### src/rtl/rvv_backend_div_pkg.sv
// Shared types and constants for the SEW=8 iterative divider.
package rvv_backend_div_pkg;

    localparam int DIV8_W = 8;

    typedef enum logic [1:0] {
        IDLE = 2'd0,
        CALC = 2'd1,
        DONE = 2'd2
    } div_state_e;

    typedef struct packed {
        logic [DIV8_W-1:0] dividend;
        logic              dividend_is_signed;
        logic [DIV8_W-1:0] divisor;
        logic              divisor_is_signed;
    } div8_req_t;

endpackage

### src/rtl/rvv_backend_div_unit_div8_step.sv
// One restoring-division iteration on a 9-bit partial remainder.
module rvv_backend_div_unit_div8_step
    import rvv_backend_div_pkg::*;
(
    input  logic [DIV8_W:0]   rem_in,
    input  logic              dividend_bit,
    input  logic [DIV8_W-1:0] divisor_mag,
    output logic [DIV8_W:0]   rem_out,
    output logic              q_bit
);

    logic [DIV8_W+1:0] shifted;
    logic [DIV8_W+1:0] diff;

    assign shifted = {rem_in, dividend_bit};
    assign diff    = shifted - {2'b00, divisor_mag};

    // No borrow on the trial subtract means the quotient bit is set and the difference is kept.
    assign q_bit   = (shifted >= {2'b00, divisor_mag});
    assign rem_out = q_bit ? diff[DIV8_W:0] : shifted[DIV8_W:0];

endmodule

### src/rtl/rvv_backend_div_unit_div8.sv
// Iterative 8-bit signed/unsigned divider with valid/ready handshakes and flush.
//   state | meaning
//   IDLE  | waiting for a request, in_ready high
//   CALC  | iterating on operand magnitudes, cnt counts remaining cycles down
//   DONE  | result presented on out_valid until out_ready
module rvv_backend_div_unit_div8
    import rvv_backend_div_pkg::*;
#(
    parameter int BITS_PER_CYCLE = 1
)(
    input  logic              clk,
    input  logic              rst,
    input  logic              in_valid,
    output logic              in_ready,
    input  logic [DIV8_W-1:0] dividend,
    input  logic              dividend_is_signed,
    input  logic [DIV8_W-1:0] divisor,
    input  logic              divisor_is_signed,
    input  logic              flush,
    output logic              out_valid,
    input  logic              out_ready,
    output logic [DIV8_W-1:0] quotient,
    output logic [DIV8_W-1:0] remainder
);

    localparam int         N        = DIV8_W / BITS_PER_CYCLE;
    localparam logic [3:0] CNT_LAST = 4'(N - 1);

    div_state_e        state, state_nxt;
    div8_req_t         req;
    logic [3:0]        cnt;
    logic [DIV8_W:0]   rem;
    logic [DIV8_W-1:0] dvd, dmag;
    logic              neg_q, neg_r;
    logic              sa, sb, div_zero, ovf, special, accept;
    logic [DIV8_W-1:0] a_mag, b_mag, q_raw, r_raw;

    logic [DIV8_W:0]           rem_chain [0:BITS_PER_CYCLE];
    logic [BITS_PER_CYCLE-1:0] q_bits;

    assign req = '{dividend: dividend, dividend_is_signed: dividend_is_signed,
                   divisor: divisor, divisor_is_signed: divisor_is_signed};

    assign rem_chain[0] = rem;

    // Dividend bits are consumed MSB-first; quotient bits fill in from the LSB end of dvd.
    for (genvar i = 0; i < BITS_PER_CYCLE; i++) begin : g_step
        rvv_backend_div_unit_div8_step u_step (
            .rem_in       (rem_chain[i]),
            .dividend_bit (dvd[DIV8_W-1-i]),
            .divisor_mag  (dmag),
            .rem_out      (rem_chain[i+1]),
            .q_bit        (q_bits[BITS_PER_CYCLE-1-i])
        );
    end

    assign q_raw = (dvd << BITS_PER_CYCLE) | DIV8_W'(q_bits);
    assign r_raw = rem_chain[BITS_PER_CYCLE][DIV8_W-1:0];

    always_comb begin
        sa        = req.dividend_is_signed & req.dividend[DIV8_W-1];
        sb        = req.divisor_is_signed & req.divisor[DIV8_W-1];
        a_mag     = sa ? (~req.dividend + 8'd1) : req.dividend;
        b_mag     = sb ? (~req.divisor + 8'd1) : req.divisor;
        div_zero  = (req.divisor == 8'h00);
        ovf       = req.dividend_is_signed & req.divisor_is_signed &
                    (req.dividend == 8'h80) & (req.divisor == 8'hFF);
        special   = div_zero | ovf;
        in_ready  = (state == IDLE) | ((state == DONE) & out_ready);
        accept    = in_valid & in_ready & ~flush;
        state_nxt = state;
        case (state)
            IDLE: if (accept) state_nxt = special ? DONE : CALC;
            CALC: if (cnt == 4'd0) state_nxt = DONE;
            DONE: begin
                if (out_ready) begin
                    if (accept) state_nxt = special ? DONE : CALC;
                    else        state_nxt = IDLE;
                end
            end
            default: state_nxt = IDLE;
        endcase
        if (flush) state_nxt = IDLE;
    end

    always_ff @(posedge clk) begin
        if (rst) begin
            state     <= IDLE;
            cnt       <= 4'd0;
            out_valid <= 1'b0;
            quotient  <= '0;
            remainder <= '0;
            rem       <= '0;
            dvd       <= '0;
            dmag      <= '0;
            neg_q     <= 1'b0;
            neg_r     <= 1'b0;
        end else begin
            state <= state_nxt;
            if (flush) begin
                out_valid <= 1'b0;
            end else if (accept) begin
                rem   <= '0;
                dvd   <= a_mag;
                dmag  <= b_mag;
                neg_q <= sa ^ sb;
                neg_r <= sa;
                cnt   <= CNT_LAST;
                if (special) begin
                    out_valid <= 1'b1;
                    quotient  <= div_zero ? 8'hFF : 8'h80;
                    remainder <= div_zero ? req.dividend : 8'h00;
                end else begin
                    out_valid <= 1'b0;
                end
            end else if (state == CALC) begin
                rem <= rem_chain[BITS_PER_CYCLE];
                dvd <= q_raw;
                cnt <= cnt - 4'd1;
                if (cnt == 4'd0) begin
                    out_valid <= 1'b1;
                    quotient  <= neg_q ? (~q_raw + 8'd1) : q_raw;
                    remainder <= neg_r ? (~r_raw + 8'd1) : r_raw;
                end
            end else if ((state == DONE) & out_ready) begin
                out_valid <= 1'b0;
            end
        end
    end

endmodule

### config.mk
export PLATFORM = sky130hd
export DESIGN_NAME = rvv_backend_div_unit_div8
export DESIGN_NICKNAME = d
export VERILOG_FILES = /design/src/rtl/rvv_backend_div_pkg.sv /design/src/rtl/rvv_backend_div_unit_div8_step.sv /design/src/rtl/rvv_backend_div_unit_div8.sv
export SDC_FILE = /design/constraint.sdc
export NUM_CORES = 1
export LEC_CHECK = 0
export ABC_AREA = 1
export BUFFER_PORTS_ARGS = -buffer_cell sky130_fd_sc_hd__buf_2
export CAP_MARGIN = 20
export CORE_ASPECT_RATIO = 0.7
export CORE_UTILIZATION = 45
export CTS_CLUSTER_DIAMETER = 100
export DETAILED_ROUTE_END_ITERATION = 10
export PLACE_DENSITY = 0.61
export SLEW_MARGIN = 10
export SYNTH_ARGS = -nofsm -noshare
export SYNTH_HDL_FRONTEND = slang
export SYNTH_SLANG_ARGS = --single-unit
### constraint.sdc
create_clock -name clk -period 3.1 [get_ports clk]
set_clock_uncertainty 0.2 [all_clocks]
set_input_delay 0.31 -clock clk [delete_from_list [all_inputs] [get_ports clk]]
set_output_delay 0.31 -clock clk [all_outputs]
set_load 0.02 [all_outputs]
==> metrics <==
synthesized area roughly 3300 µm²; root cell of the clock tree sky130_fd_sc_hd__clkbuf_8; Final Max Slew Viols 0; share of total power in combinational logic 41.3%; total net switching power 0.8604 mW; synthesized net count about 540; critical setup path kind flop to flop; vias in the first global route about 3,000; CTS sink count 50; post-layout power between 2 and 2.5 mW; mux share of post-synthesis cell area 0%; clock network power share 26.1%; Synth Instances between 400 and 500; IR drop worst, VDD around 230 µV; H-tree level count 2; total negative slack for setup checks 0 ns; final cell utilization of the core between 50% and 60%; wire length of the first global-routing pass approximately 15,000 µm; share of synthesized area occupied by flip-flops and latches a little under a third; Area growth syn-to-layout 13.72%; Detail Placement HPWL about 7000 µm; crit path time final between 2 and 3 ns; most common cell after layout, fill and taps aside sky130_fd_sc_hd__nand2_1; count of buffers inserted at the top-level ports 40; vertical die dimension about 73 µm; adder-cell share of the synthesized area 5.961%; commonest non-fill, non-tap cells in the layout 115 x sky130_fd_sc_hd__nand2_1, 76 x sky130_fd_sc_hd__inv_1, 50 x sky130_fd_sc_hd__dfxtp_1; list of cells traversed by the critical path inv_1 > ha_1 > inv_1 > fa_1 > nand2_1 > nand2_1 > nand3_2 > nand2_2 > nor2_4 > nand2_1 > nand2_2 > ha_1 > nand2_1 > nor2_2 > nand2_1 > nand3_1 > nand3_1 > a21oi_2; overall fraction of global-route tracks in use around a quarter; number of warnings issued by yosys 0; sequential share of power 32.6%; die width ~100 µm; remaining max-slew budget at the tightest pin 49.67%; area of all placed cells without fillers between 3000 and 4000 µm²; combinational family with the most area after synthesis simple AND/OR/NAND/NOR gates; number of failing hold endpoints at the final stage 0; total of max-cap violations 0; final weighted congestion in routability-driven placement between 0.9 and 1; synthesized-area fraction occupied by xor and xnor cells between 2 and 2.5%; final setup violation count 0; number of buffers and inverters on the critical path 2; setup repair after global routing missed its margin false; r2r setup slk 0.32 ns; placement row count 25; # hold bufs at CTS 0; crit-path leading delay family simple AND/OR/NAND/NOR gates; number of routed nets with antenna violations 0; met1 global-route usage 37.85%; final wirelength about 9000 µm; fraction of layout cells with a size suffix above 1 approximately 15%; drt wl/cell ~14 µm; CTS tree done; highest-utilization routing layer at the global route stage met1; cell-internal power ~1.3 mW; number of storage elements in the synthesis netlist 50; non-filler cells in the finished layout 632; Final nets ~580; crit path capture type flop; total number of vias about 3,400; Worst Setup Slack post-DPL about 0.31 ns; number of antenna violations at the first check in global routing 0; floorplan die area 7627 µm²; Max Fanout on Critical Path 8; number of remaining DRC errors 0; postcts setup bufs 0; complex-gate fraction of the synthesized area 17.73%; power density cells around 600 nW/µm²; Synth Area in Simple Gates between 30% and 40%; Pre-antenna DRT Iters 4; 1st-iter DRT viols 243; crit-path most repeated cell sky130_fd_sc_hd__nand2_1; leakage about 1.8 nW; post-detailed-route via-to-cell ratio 5.386; slowest cell delay on critical path between 0.3 and 0.4 ns; DP Area around 3600 µm²; kind of start point of the critical path flop; count of different cell masters after synthesis 40; fraction of registers with async set/reset 0%; slowest cell on the critical path sky130_fd_sc_hd__fa_1; clock latency at the later pin of the worst-skew pair just over 0.3 ns; post-synthesis area per instance approximately 6.6 µm²; global-route met3 utilization approximately 4.7%; Least-Margin Pin Slew approximately 0.75 ns; I/O pin count just over 40; total CTS buffers 5; met2 demand-to-capacity share in global routing between 30 and 40%; remaining global-route overflow 0; status finished clean; starting density of the core about 48%; Sw Share 39.37%; WP data required roughly 3.2 ns; maximum number of pins on one net before global-route repair 24; post-route worst setup slack 0.3190 ns; fin crit share approximately 90%; count of antenna diodes in the layout 0; clock transition at the registers of the reported paths about 0.09 ns; Longest Clk Path Bufs 2; Crit path arrival time 2.83 ns; count of flip-flops with a built-in enable after synthesis 0; worst hold-check path type primary input to flop; maximum clock rate 0.3596 GHz; area of the core around 6900 µm²; final worst hold slack roughly 0.094 ns; flip-flop cell with the highest count after synthesis sky130_fd_sc_hd__dfxtp_1; DP Cell Count ~620
cells in the mapped netlist, types with 2 or more instances:
cell,number,area [µm²]
sky130_fd_sc_hd__o211ai_1,4,30.03
sky130_fd_sc_hd__nand2_2,7,43.79
sky130_fd_sc_hd__nand3b_1,2,15.01
sky130_fd_sc_hd__nor3_1,9,45.04
sky130_fd_sc_hd__or2_2,4,25.02
sky130_fd_sc_hd__a31oi_1,6,37.54
sky130_fd_sc_hd__nand3_1,39,195.2
sky130_fd_sc_hd__o21ai_0,35,175.2
sky130_fd_sc_hd__ha_1,14,175.2
sky130_fd_sc_hd__a221oi_1,4,35.03
sky130_fd_sc_hd__o22ai_1,4,25.02
sky130_fd_sc_hd__a21oi_1,42,210.2
sky130_fd_sc_hd__nor2_2,4,25.02
sky130_fd_sc_hd__buf_2,2,10.01
sky130_fd_sc_hd__nor3_2,2,20.02
sky130_fd_sc_hd__nand3_2,3,30.03
sky130_fd_sc_hd__nor2_4,2,22.52
sky130_fd_sc_hd__o221ai_1,4,35.03
sky130_fd_sc_hd__nand4_1,6,37.54
sky130_fd_sc_hd__clkbuf_1,11,41.29
sky130_fd_sc_hd__dfxtp_1,50,1001
sky130_fd_sc_hd__nor2_1,30,112.6
sky130_fd_sc_hd__clkinv_1,2,7.510
sky130_fd_sc_hd__xor2_1,6,52.55
sky130_fd_sc_hd__nand2_1,115,431.7
sky130_fd_sc_hd__xnor2_1,3,26.28
sky130_fd_sc_hd__inv_1,76,285.3
kinds of logic after synthesis:
group	after synthesis
AOI/OAI and AO/OA	103
xor gates and xnor gates	9
adders and majority gates	15
buffers and inverters	93
DFF	50
and+or+nand+nor	229
worst min-delay path, stage by stage:
cell and delay, ns:
sky130_fd_sc_hd__buf_2 0.09, sky130_fd_sc_hd__nand3b_1 0.10, sky130_fd_sc_hd__a21oi_1 0.06
registers in the layout (all words and copies together) (netlist names):
name and count:
cnt 4, dmag 8, dvd 8, neg_q 1, neg_r 1, out_valid 1
quotient 8, rem 9, remainder 8, state 2
final timing paths:
kind	start	end	depth (start not counted)
worst max-delay path	dvd[7]	remainder[6]	18
worst max register to register	dvd[7]	remainder[6]	18
worst min register to register	cnt[0]	cnt[0]	1
worst min-delay path	out_ready	state[1]	3
routing by layer:
metal | vias to the layer above | wire length [µm]
met4 | 0 | 48
met3 | 4 | 525
met2 | 84 | 3563
met5 | - | 0
met1 | 1602 | 4866
li1 | 1714 | -
timing repair:
action	CTS	global route
endpoints found under the setup margin	0	2
resized for setup	0	2
hold endpoints to repair	0	0
layout make-up:
type	instances	area (µm²)
flip-flops and latches	50	1001
repair buffers	45	237.7
multi-input cells	356	1928
clock inverters	2	60.06
clock buffers	6	82.58
fillers	736	3158
inverters	79	296.5
well taps	94	117.6
power by group through the flow:
stage	Combinational [mW]	Sequential, mW	Clock [mW]
after floorplan	0.681	0.733	0
after global placement	0.871	0.726	0
after detailed placement	0.882	0.727	0
after CTS	0.885	0.712	0.583
after global routing	1.03	0.718	0.607
final	0.903	0.712	0.570
(Power assumes the default switching activity.)
